**config.mk**
```make
export PLATFORM = sky130hd
export DESIGN_NAME = radix2_div_sequencer
export DESIGN_NICKNAME = d
export VERILOG_FILES = /design/src/rtl/radix2_div_sequencer_pkg.sv /design/src/rtl/radix2_linediv.sv /design/src/rtl/radix2_div_sequencer.sv
export SDC_FILE = /design/constraint.sdc
export NUM_CORES = 1
export LEC_CHECK = 0
export BUFFER_PORTS_ARGS = -buffer_cell sky130_fd_sc_hd__buf_2
export CAP_MARGIN = 20
export CORE_ASPECT_RATIO = 0.5
export CORE_UTILIZATION = 36
export CTS_CLUSTER_SIZE = 28
export DETAILED_ROUTE_END_ITERATION = 10
export PLACE_DENSITY_LB_ADDON = 0.25
export SYNTH_ARGS = -nofsm -noshare
export SYNTH_HDL_FRONTEND = slang
export SYNTH_SLANG_ARGS = --single-unit
```
**constraint.sdc**
```tcl
create_clock -name iCLOCK -period 7.27 [get_ports iCLOCK]
set_input_delay 0.3635 -clock iCLOCK [delete_from_list [all_inputs] [get_ports iCLOCK]]
set_output_delay 0.3635 -clock iCLOCK [all_outputs]
set_load 0.02 [all_outputs]
```
**src/rtl/radix2_div_sequencer_pkg.sv**
```systemverilog
// Shared definitions for the radix-2 divider sequencer: state encoding,
// divide-by-zero quotient, step count and the operand magnitude helper.
package radix2_div_sequencer_pkg;

    typedef enum logic [1:0] {
        L_PARAM_DIV_IDLE = 2'd0,
        L_PARAM_DIV_CALC = 2'd1,
        L_PARAM_DIV_FIX  = 2'd2,
        L_PARAM_DIV_OUT  = 2'd3
    } div_state_t;

    localparam logic [31:0] L_PARAM_DIV_ZERO_QUOTIENT = 32'hFFFF_FFFF;
    localparam int          L_PARAM_DIV_STEPS         = 16;

    // 0x80000000 maps onto itself, which reads correctly as 2^31 unsigned.
    function automatic logic [31:0] magnitude(input logic [31:0] value, input logic is_signed);
        if (is_signed && value[31]) begin
            return 32'd0 - value;
        end else begin
            return value;
        end
    endfunction

endpackage

```
**src/rtl/radix2_linediv.sv**
```systemverilog
// One radix-2 line-divider stage: consumes two dividend bits MSB-first and
// produces two quotient bits plus the updated 31-bit partial remainder.
module radix2_linediv (
    input  logic [1:0]  dividend_bits,
    input  logic [30:0] divisor,
    input  logic [30:0] rem_in,
    output logic [1:0]  quotient_bits,
    output logic [30:0] rem_out
);

    // Restoring step; since rem < divisor < 2^31 the shifted value fits 32 bits.
    function automatic logic [31:0] div_step(input logic [30:0] rem, input logic bit_in,
                                             input logic [30:0] dvs);
        logic [31:0] t;
        t = {rem, bit_in};
        if (t >= {1'b0, dvs}) begin
            return {1'b1, 31'(t - {1'b0, dvs})};
        end else begin
            return {1'b0, t[30:0]};
        end
    endfunction

    logic [31:0] step_hi_s;
    logic [31:0] step_lo_s;

    // Two chained subtract-or-keep steps, high dividend bit first.
    always_comb begin
        step_hi_s     = div_step(rem_in, dividend_bits[1], divisor);
        step_lo_s     = div_step(step_hi_s[30:0], dividend_bits[0], divisor);
        quotient_bits = {step_hi_s[31], step_lo_s[31]};
        rem_out       = step_lo_s[30:0];
    end

endmodule

```
**src/rtl/radix2_div_sequencer.sv**
```systemverilog
// Multi-cycle 32-bit integer divider controller for the execute stage.
// Optional data-dependent early termination: define RADIX2_DIV_EARLY_TERMINATE_EN.
module radix2_div_sequencer
    import radix2_div_sequencer_pkg::*;
#(
    parameter int P_LINEDIV_PER_CYCLE = 1
) (
    input  logic        iCLOCK,
    input  logic        iRESET,
    input  logic        iREMOVE,
    input  logic        iREQ_VALID,
    output logic        oREQ_BUSY,
    input  logic        iREQ_SIGNED,
    input  logic [31:0] iREQ_DIVIDEND,
    input  logic [31:0] iREQ_DIVISOR,
    output logic        oOUT_VALID,
    output logic [31:0] oOUT_QUOTIENT,
    output logic [31:0] oOUT_REMAINDER,
    output logic        oOUT_DIV_ZERO
);

    localparam int         L_BITS     = 2 * P_LINEDIV_PER_CYCLE;
    localparam logic [3:0] L_CYC_LAST = 4'(L_PARAM_DIV_STEPS / P_LINEDIV_PER_CYCLE - 1);

    div_state_t  state_r, state_s;
    logic [31:0] dd_r, quo_r, rem_r;
    logic [30:0] dvs_r;
    logic [3:0]  cnt_r;
    logic        qsign_r, rsign_r, div_zero_r;
    logic        busy_r, out_valid_r, out_div_zero_r;
    logic [31:0] out_quotient_r, out_remainder_r;

    logic        accept_s, divisor_zero_s, bypass_s, bypass_ge_s, early_zero_s;
    logic [31:0] dividend_mag_s, divisor_mag_s, dd_start_s;
    logic [3:0]  cnt_start_s;
    logic [L_BITS-1:0] q_chain_s;
    logic [30:0] r_final_s;

    assign accept_s       = iREQ_VALID && (state_r == L_PARAM_DIV_IDLE) && !iREMOVE;
    assign dividend_mag_s = magnitude(iREQ_DIVIDEND, iREQ_SIGNED);
    assign divisor_mag_s  = magnitude(iREQ_DIVISOR, iREQ_SIGNED);
    assign divisor_zero_s = (iREQ_DIVISOR == 32'd0);
    // The linediv remainder path is 31 bits, so divisors >= 2^31 resolve in one compare.
    assign bypass_s       = divisor_mag_s[31];
    assign bypass_ge_s    = (dividend_mag_s >= divisor_mag_s);

`ifdef RADIX2_DIV_EARLY_TERMINATE_EN
    function automatic logic [4:0] lz_pairs(input logic [31:0] v);
        logic [4:0] n;
        logic       hit;
        n   = 5'd0;
        hit = 1'b0;
        for (int i = 15; i >= 0; i--) begin
            if (!hit && (v[2*i+1 -: 2] == 2'b00)) begin
                n = n + 5'd1;
            end else begin
                hit = 1'b1;
            end
        end
        return n;
    endfunction

    logic [4:0] steps_up_s, skip_s;

    // Skip leading zero pairs, keeping whole cycles of P stages each.
    always_comb begin
        steps_up_s   = ((5'd16 - lz_pairs(dividend_mag_s)) + 5'(P_LINEDIV_PER_CYCLE - 1))
                       & ~5'(P_LINEDIV_PER_CYCLE - 1);
        skip_s       = 5'd16 - steps_up_s;
        early_zero_s = (steps_up_s == 5'd0);
        cnt_start_s  = 4'(skip_s >> $clog2(P_LINEDIV_PER_CYCLE));
        dd_start_s   = dividend_mag_s << {skip_s, 1'b0};
    end
`else
    assign early_zero_s = 1'b0;
    assign cnt_start_s  = 4'd0;
    assign dd_start_s   = dividend_mag_s;
`endif

    for (genvar g = 0; g < P_LINEDIV_PER_CYCLE; g++) begin : g_stage
        logic [30:0] rem_in_s;
        logic [30:0] rem_out_s;
        if (g == 0) begin : g_first
            assign rem_in_s = rem_r[30:0];
        end else begin : g_next
            assign rem_in_s = g_stage[g-1].rem_out_s;
        end
        if (g == P_LINEDIV_PER_CYCLE - 1) begin : g_last
            assign r_final_s = rem_out_s;
        end
        radix2_linediv u_linediv (
            .dividend_bits (dd_r[31-2*g -: 2]),
            .divisor       (dvs_r),
            .rem_in        (rem_in_s),
            .quotient_bits (q_chain_s[L_BITS-1-2*g -: 2]),
            .rem_out       (rem_out_s)
        );
    end

    // State register.
    always_ff @(posedge iCLOCK or posedge iRESET) begin
        if (iRESET) begin
            state_r <= L_PARAM_DIV_IDLE;
        end else begin
            state_r <= state_s;
        end
    end

    // Next-state logic; a flush returns to IDLE from anywhere.
    always_comb begin
        state_s = state_r;
        if (iREMOVE) begin
            state_s = L_PARAM_DIV_IDLE;
        end else begin
            case (state_r)
                L_PARAM_DIV_IDLE: begin
                    if (accept_s) begin
                        if (divisor_zero_s || bypass_s || early_zero_s) begin
                            state_s = L_PARAM_DIV_FIX;
                        end else begin
                            state_s = L_PARAM_DIV_CALC;
                        end
                    end else begin
                        state_s = L_PARAM_DIV_IDLE;
                    end
                end
                L_PARAM_DIV_CALC: begin
                    if (cnt_r == L_CYC_LAST) begin
                        state_s = L_PARAM_DIV_FIX;
                    end else begin
                        state_s = L_PARAM_DIV_CALC;
                    end
                end
                L_PARAM_DIV_FIX: state_s = L_PARAM_DIV_OUT;
                L_PARAM_DIV_OUT: state_s = L_PARAM_DIV_IDLE;
                default:         state_s = L_PARAM_DIV_IDLE;
            endcase
        end
    end

    // Operand, remainder, quotient and result registers.
    always_ff @(posedge iCLOCK or posedge iRESET) begin
        if (iRESET) begin
            dd_r            <= 32'd0;
            dvs_r           <= 31'd0;
            quo_r           <= 32'd0;
            rem_r           <= 32'd0;
            cnt_r           <= 4'd0;
            qsign_r         <= 1'b0;
            rsign_r         <= 1'b0;
            div_zero_r      <= 1'b0;
            busy_r          <= 1'b0;
            out_valid_r     <= 1'b0;
            out_quotient_r  <= 32'd0;
            out_remainder_r <= 32'd0;
            out_div_zero_r  <= 1'b0;
        end else begin
            busy_r      <= (state_s != L_PARAM_DIV_IDLE);
            out_valid_r <= (state_s == L_PARAM_DIV_OUT);
            if (iREMOVE) begin
                cnt_r <= 4'd0;
            end else if (accept_s) begin
                dd_r       <= dd_start_s;
                dvs_r      <= divisor_mag_s[30:0];
                cnt_r      <= cnt_start_s;
                qsign_r    <= iREQ_SIGNED & (iREQ_DIVIDEND[31] ^ iREQ_DIVISOR[31]);
                rsign_r    <= iREQ_SIGNED & iREQ_DIVIDEND[31];
                div_zero_r <= divisor_zero_s;
                if (divisor_zero_s) begin
                    quo_r   <= L_PARAM_DIV_ZERO_QUOTIENT;
                    rem_r   <= iREQ_DIVIDEND;
                    qsign_r <= 1'b0;
                    rsign_r <= 1'b0;
                end else if (bypass_s) begin
                    quo_r <= {31'd0, bypass_ge_s};
                    rem_r <= bypass_ge_s ? (dividend_mag_s - divisor_mag_s) : dividend_mag_s;
                end else begin
                    quo_r <= 32'd0;
                    rem_r <= 32'd0;
                end
            end else if (state_r == L_PARAM_DIV_CALC) begin
                dd_r  <= {dd_r[31-L_BITS:0], {L_BITS{1'b0}}};
                quo_r <= {quo_r[31-L_BITS:0], q_chain_s};
                rem_r <= {1'b0, r_final_s};
                cnt_r <= cnt_r + 4'd1;
            end else if (state_r == L_PARAM_DIV_FIX) begin
                out_quotient_r  <= qsign_r ? (32'd0 - quo_r) : quo_r;
                out_remainder_r <= rsign_r ? (32'd0 - rem_r) : rem_r;
                out_div_zero_r  <= div_zero_r;
            end else begin
                cnt_r <= cnt_r;
            end
        end
    end

    assign oREQ_BUSY      = busy_r;
    assign oOUT_VALID     = out_valid_r;
    assign oOUT_QUOTIENT  = out_quotient_r;
    assign oOUT_REMAINDER = out_remainder_r;
    assign oOUT_DIV_ZERO  = out_div_zero_r;

endmodule

```
==> results.py, run 1 <==
metrics = {
    "worst_setup_path": {
        "cp-start-kind": "flop",
        "critical_path.max_fanout": 36,
        "worst_path_arrival_time_ps": 6840,
        "cp_data_required_time_ps": 7680,
        "worstSetupEndpointType": "flop",
        "crit_type": "flop to flop",
    },
    "clocking": {
        "clockBufferDepth": 3,
        "cts-hold-fix-buffers": 1,
        "worst_setup_hold_path_clk_slew_ps": 70,
        "numClockSinks": 203,
        "post_cts.resized_instances": 0,
        "postCtsSetupRepairBufs": 0,
        "cts_tree": "built",
        "clock_network_latency_to_the_later_pin_of_the_worst_skew_pair_ps": 560,
        "number_of_levels_in_the_clock_h_tree": 1,
        "cts.root.buffer_cell": "clkbuf_16",
        "clock_buffer_count_from_cts": 23,
    },
    "synthesis": {
        "synth_top_family_by_area": "compound AO/OA/AOI/OAI gates",
        "synth_simple_gate_area_frac": 0.1720,
        "synth_area_leaders": "dfrtp_1, ha_1, o21ai_0",
        "post_synth_instance_area_sq_um": 16860,
        "synthesis.nets": 2268,
        "sequential_share_of_the_synthesized_area": 0.3012,
        "postSynth.topFlopCell": "dfrtp_1",
        "synth-warning-count": 0,
        "synth_edf_count": 0,
        "fraction_of_synthesized_cell_area_in_xor_and_xnor_cells": 0.1023,
        "synth_top_cell_area_share": 0.3012,
        "synth_compound_gate_area_share": 0.2604,
        "postSynthRegisterBits": 203,
        "syn_avg_cell_area_sq_um": 8.042,
        "cell_type_with_the_largest_total_area_after_synthesis": "dfrtp_1",
        "post_synth_fa_ha_maj_area_fraction": 0.07701,
        "synthMuxAreaShare": 0.03769,
        "synth.lib_cells_used.distinct": 89,
        "synthesized_instance_count": 2097,
        "async_flop_share": 1.000,
    },
    "floorplan": {
        "start_util": 0.3691,
        "dieHeight_um": 155.0,
        "num_rows": 55,
        "dieArea_sq_um": 47770,
        "i_o_pins": 136,
        "die_w_um": 308.1,
        "coreArea_sq_um": 45690,
    },
    "sta": {
        "skew_ps": 27.10,
        "fin_setup_tns_ps": 0,
        "setup_viol": 0,
        "relSlewSlack": 0.3198,
        "final_max_slew_viol_count": 0,
        "final_period_minus_worst_setup_slack_ps": 6427,
        "grt_setup_unrepaired": "no",
        "actual_slew_at_the_worst_max_slew_pin_ps": 1020,
        "period_utilization": 0.8840,
        "final-hold-violation-count": 0,
        "max_clk_rate_mhz": 155.6,
    },
    "routing": {
        "wire_per_inst_um": 20.27,
        "detailedRoute.firstIterationViolations": 1336,
        "drt_pre_antenna_iters": 6,
        "drcViolationCount": 0,
        "via_count": 15770,
        "route.final.wire_length_um": 57040,
        "drt-vias-per-instance": 5.606,
        "antenna_violating_nets_post_route": 0,
    },
    "placement": {
        "gp_congestion": 0.9723,
        "dp.final_hpwl_um": 43610,
        "place.port_buffers": 135,
    },
    "grt": {
        "grt_antenna_before_repair": 4,
        "grt.total_usage": 0.2340,
        "grt_first_pass_wirelength_um": 86660,
        "grt_start_max_net_pins": 123,
        "first_global_vias": 14330,
        "grt_overflow_total": 0,
    },
    "pwr": {
        "p_leak_nw": 8.351,
        "power.density_cell_area_nw_per_um2": 544.3,
        "irDropWorstVdd_uv": 368.4,
    },
    "flow_run": {
        "drv.max_cap_violation_count": 0,
    },
    "hold_path": {
        "worstHoldPathType": "input pin to flop",
    },
    "final_layout": {
        "final_layout_size_suffix_gt1_frac": 0.1217,
        "layout.filler_cells": 4729,
        "finish.net_count": 2341,
        "final_core_util": 0.4128,
        "layout-area-overhead-vs-synth_pct": 11.85,
    },
    "status": {
        "run_status": "complete, no violations",
    },
}
## where the power goes
group / switching [W] / internal, W / total [W]
combinational: 0.00415 / 0.00301 / 0.00716
sequential: 0.000382 / 0.00148 / 0.00186
clock: 0.000534 / 0.000708 / 0.00124
## cells in the final DEF (no fill, tap or decap), drive strengths merged, types with 11 or more instances in the layout
cell,Yosys,routed
or4,13,13
nand3,33,33
nor3,34,34
o21bai,11,11
xnor2,89,89
a21oi,195,195
clkbuf,82,31
o31ai,35,35
nor2,123,123
a21o,43,43
nand2,291,291
dfrtp,203,203
a221oi,14,14
and3,13,13
nor4,12,12
a31oi,28,28
a211oi,16,16
o41ai,15,15
o21ai,239,239
mux2,28,28
nand4,18,18
ha,99,99
or3,19,19
buf,30,160
nor2b,12,12
inv,86,87
nand2b,18,18
xor2,108,108
o211ai,13,13
o21a,21,21
o22a,18,18
mux2i,32,32
and2,14,14
## cells by family after synthesis
kind of cell	Yosys count
AO/OA/AOI/OAI	711
flip-flops	203
multiplexers	60
adder cells (fa/ha/maj)	102
buffers and inverters	199
AND/OR/NAND/NOR	625
XOR/XNOR	197
## cell usage after synthesis (11+ instances only)
cell type,count
a21oi_1,195
nor4_1,11
nand4_1,18
a221oi_1,12
a211oi_1,15
a21o_1,43
o21ai_0,227
o21bai_1,11
and3_1,13
nand2_1,289
dfrtp_1,203
clkbuf_1,79
xor2_1,108
o31ai_1,34
nand2b_1,18
mux2i_1,32
o211ai_1,13
nor2_1,122
and2_1,14
ha_1,99
inv_1,86
xnor2_1,89
o21ai_1,12
buf_2,13
a31oi_1,28
o22a_1,18
nor3_1,34
nor2b_1,12
mux2_2,26
or3_1,13
nand3_1,33
o21a_1,21
o41ai_1,14
## cell type report
cell class / count / area (sq um) / area share
repair buffers: 161 / 893.4 / 0.04736
multi-input cells: 1695 / 10990 / 0.5827
well taps: 627 / 784.5 / 0.04159
diodes: 2 / 5.005 / 0.0002653
clock buffers: 31 / 655.6 / 0.03476
clock inverters: 9 / 122.6 / 0.006500
flip-flops and latches: 203 / 5080 / 0.2693
inverters: 86 / 330.3 / 0.01751
## per-stage QoR
stage / power [W] / std cells / worst slack [ps] / hold slack, ps / instance area [sq um]
floorplan: 0.007255 / 2097 / 1367 / 439.5 / 16860
global placement: 0.008877 / 2770 / 1145 / 449.4 / 18040
detailed placement: 0.008878 / 2770 / 930.6 / 465.1 / 18040
CTS: 0.01018 / 2811 / 906.3 / 152.6 / 18830
global route: 0.01111 / 2814 / 447.7 / 163.7 / 18860
finish: 0.01027 / 2814 / 843.0 / 168.5 / 18860
## state kept, by name, indices dropped and copies added, names as in the netlist, 2 cells and up
register	cells
dvs_r	31
dd_r	32
state_r	2
rem_r	32
quo_r	32
oOUT_QUOTIENT	32
oOUT_REMAINDER	32
cnt_r	4
## worst paths after layout
path,slack [ps],to,cells past startpoint,startpoint
setup / recovery,840,rem_r[17],22,rem_r[16]
hold / removal,170,rem_r[22],3,iREQ_DIVIDEND[22]
setup reg to reg,840,rem_r[17],22,rem_r[16]
hold reg to reg,470,oOUT_DIV_ZERO,2,div_zero_r
max in group asynchronous,5540,oOUT_QUOTIENT[19],4,iRESET
min in group asynchronous,520,oOUT_REMAINDER[0],3,iRESET
## routing by layer
metal | vias up | GRT usage | routed length [um]
li1 | 7681 | - | -
met1 | 7526 | 0.3562 | 28260
met2 | 493 | 0.3462 | 23800
met3 | 72 | 0.03324 | 3786
met4 | 2 | 0.05023 | 1166
met5 | - | 0 | 17
## critical path, stage by stage, from the launching register on
cell and delay, ps:
dfrtp_1 470, ha_1 390, a21oi_1 320, o21ba_2 210
o221ai_1 180, a221o_1 380, a211oi_4 410, and2_1 300
buf_4 270, nor2_1 60, mux2i_1 220, nand2_1 90
ha_1 350, and4_1 270, a221o_1 380, a31oi_1 190
a31oi_1 140, a311oi_1 220, o31a_1 170, buf_4 400
mux2_2 390, a222oi_1 310, o21ai_0 130
Power figures use the tool's default switching activity.
==> run 2, diff against run 1 <==
==> constraint.sdc (replaced) <==
create_clock -name iCLOCK -period 5.7 [get_ports iCLOCK]
set_input_delay 0.285 -clock iCLOCK [delete_from_list [all_inputs] [get_ports iCLOCK]]
set_output_delay 0.285 -clock iCLOCK [all_outputs]
set_load 0.02 [all_outputs]
==> results.py, run 2 (synthesized netlist as in run 1, its figures left out) <==
metrics = {
    "routing": {
        "detailedRoute.firstIterationViolations": 1336,
        "drt-vias-per-instance": 5.546,
        "antenna_violating_nets_post_route": 0,
        "wire_per_inst_um": 20.16,
        "route.final.wire_length_um": 59120,
        "drt_pre_antenna_iters": 5,
        "via_count": 16260,
        "drcViolationCount": 0,
    },
    "final_layout": {
        "final_common_cell": "nand2_1",
        "finalNonFillerCells": 2932,
        "final_layout_size_suffix_gt1_frac": 0.1886,
        "layout.filler_cells": 4677,
        "layout-area-overhead-vs-synth_pct": 19.02,
        "finish.net_count": 2456,
        "final_core_util": 0.4393,
        "mostFrequentLayoutCells": "nand2_1, o21ai_0, dfrtp_1",
    },
    "worst_setup_path": {
        "critical_path.max_fanout": 6,
        "worstReg2RegStart": "dvs_r[0]",
        "crit_path_cell_trace": "ha_1 -> inv_1 -> fa_2 -> a21oi_2 -> nand4b_1 -> a21boi_4 -> o21ai_2 -> a31oi_1 -> a21oi_1 -> xor2_1 -> a21oi_4 -> ha_4 -> a21o_1 -> a21o_1 -> a221o_1 -> a31oi_2 -> a31oi_2 -> a311oi_1 -> o31a_1 -> buf_12 -> buf_12 -> mux2_4 -> a222oi_1 -> o21ai_1",
        "buf_inv_on_cp": 3,
        "worstSetupEndpointType": "flop",
        "worst_path_arrival_time_ps": 6030,
        "timing.critical_path.max_delay_family": "compound AO/OA/AOI/OAI gates",
        "cp_data_required_time_ps": 6100,
        "cp-start-kind": "flop",
        "worst_path_largest_cell_delay_ps": 450,
        "reg2reg_setup_slack_ps": 70,
        "reg2reg_depth": 24,
        "crit_type": "flop to flop",
        "cpMaxStageDelayCell": "a31oi_1",
        "crit-reg2reg-capture": "rem_r[17]",
    },
    "floorplan": {
        "dieHeight_um": 155.0,
        "dieArea_sq_um": 47770,
        "die_w_um": 308.1,
        "i_o_pins": 136,
        "coreArea_sq_um": 45690,
        "start_util": 0.3691,
        "num_rows": 55,
    },
    "pwr": {
        "irDropWorstVdd_uv": 382.1,
        "net-switching-power_w": 0.007031,
        "p_leak_nw": 8.937,
        "combinationalPowerShare": 0.751,
        "clock_power_share": 0.099,
        "power.density_cell_area_nw_per_um2": 733.6,
        "power_w": 0.01473,
        "p_sw_frac": 0.4775,
        "intPower_w": 0.007694,
        "p_seq_frac": 0.150,
    },
    "grt": {
        "grt_overflow_total": 0,
        "grt_first_pass_wirelength_um": 89880,
        "first_global_vias": 15000,
        "grt.total_usage": 0.2422,
        "grt_start_max_net_pins": 160,
        "grt_antenna_before_repair": 4,
    },
    "clocking": {
        "worst_setup_hold_path_clk_slew_ps": 70,
        "cts.root.buffer_cell": "clkbuf_16",
        "clock_network_latency_to_the_later_pin_of_the_worst_skew_pair_ps": 550,
        "clockBufferDepth": 3,
        "clock_buffer_count_from_cts": 23,
        "cts-hold-fix-buffers": 0,
        "numClockSinks": 203,
        "number_of_levels_in_the_clock_h_tree": 1,
        "cts_tree": "built",
    },
    "sta": {
        "max_clk_rate_mhz": 177.7,
        "actual_slew_at_the_worst_max_slew_pin_ps": 943.2,
        "skew_ps": 24.34,
        "relSlewSlack": 0.3712,
        "period_utilization": 0.9874,
        "final_max_slew_viol_count": 0,
        "worst_hold_check_slack_ps": 1.455,
        "final_period_minus_worst_setup_slack_ps": 5628,
        "final-hold-violation-count": 0,
        "setup_viol": 0,
    },
    "hold_path": {
        "worstHoldPathType": "input pin to async pin",
    },
    "flow_run": {
        "drv.max_cap_violation_count": 0,
    },
    "placement": {
        "dp.final_hpwl_um": 45400,
        "place.port_buffers": 135,
        "dp.cells": 2864,
        "gp_congestion": 0.9446,
    },
    "status": {
        "run_status": "complete, no violations",
    },
}
## run 2: cell count changes in the layout (fill, tap and decap cells not counted), moves of 4 or more
cell      delta
o21ai_0      -7
a21oi_1     -10
buf_4      +105
ha_1        -17
buf_12       +5
clkinv_2     +4
ha_4         +8
a31oi_2      +5
ha_2         +9
a21oi_2      +8
o21ai_1      +5
a31oi_1      -5
## run 2: worst min-delay path: cells and delay by family
| family | cells | cell delay, ps |
|---|---|---|
| buffers and inverters | 3 | 780 |
## run 2: through the flow
| stage | TNS, ps | cell area, sq um | setup slack (ps) |
|---|---|---|---|
| after floorplan | 0 | 16870 | 117.0 |
| after global placement | 0 | 18770 | 45.34 |
| after detailed placement | -162.5 | 18770 | -90.29 |
| after CTS | 0 | 19510 | 12.43 |
| after global routing | -239.6 | 20070 | -49.79 |
| final | 0 | 20070 | 71.60 |
## run 2: how the worst max path moves through the flow
stage,slack [ps],from,endpoint,cells after the start
floorplan,120,rem_r[24],rem_r[3],24
global placement,50,dvs_r[25],rem_r[27],22
detailed placement,-90,dvs_r[25],rem_r[17],23
CTS,10,dvs_r[0],rem_r[17],22
global route,-50,dvs_r[25],rem_r[3],26
finish,70,dvs_r[0],rem_r[17],24
## run 2: repair_timing
item / CTS / global route
resized for setup: 1 / 76
pin swaps: 3 / 20
buffers inserted: 4 / 16
endpoints found under the setup margin: 8 / 31
cloned: 0 / 2
hold endpoints to repair: 0 / 0
## run 2: metal layers
metal | vias up | GRT usage | part of all wire
met4 | 0 | 0.04833 | 0.021
li1 | 7929 | - | -
met2 | 576 | 0.3591 | 0.42
met1 | 7690 | 0.3688 | 0.48
met3 | 66 | 0.03596 | 0.081
met5 | - | 0 | 0
## run 2: area by class of cell
| class | instances | area [sq um] | share of cell area |
|---|---|---|---|
| inverter | 86 | 326.6 | 0.01627 |
| clock buffer | 33 | 653.1 | 0.03254 |
| multi-input combinational | 1695 | 11300 | 0.5629 |
| antenna | 4 | 10.01 | 0.0004987 |
| tap | 627 | 784.5 | 0.03908 |
| timing repair buffer | 276 | 1871 | 0.09319 |
| clock inverter | 8 | 48.80 | 0.002431 |
| sequential | 203 | 5080 | 0.2531 |
## run 2: power groups by stage
| stage | Clock, W | Combinational [W] | Sequential, W |
|---|---|---|---|
| floorplan | 0 | 0.00681 | 0.00244 |
| finish | 0.00145 | 0.0111 | 0.00221 |
| global placement | 0 | 0.00985 | 0.00222 |
| global route | 0.00155 | 0.0120 | 0.00227 |
| CTS | 0.00149 | 0.00987 | 0.00221 |
| detailed placement | 0 | 0.00979 | 0.00223 |
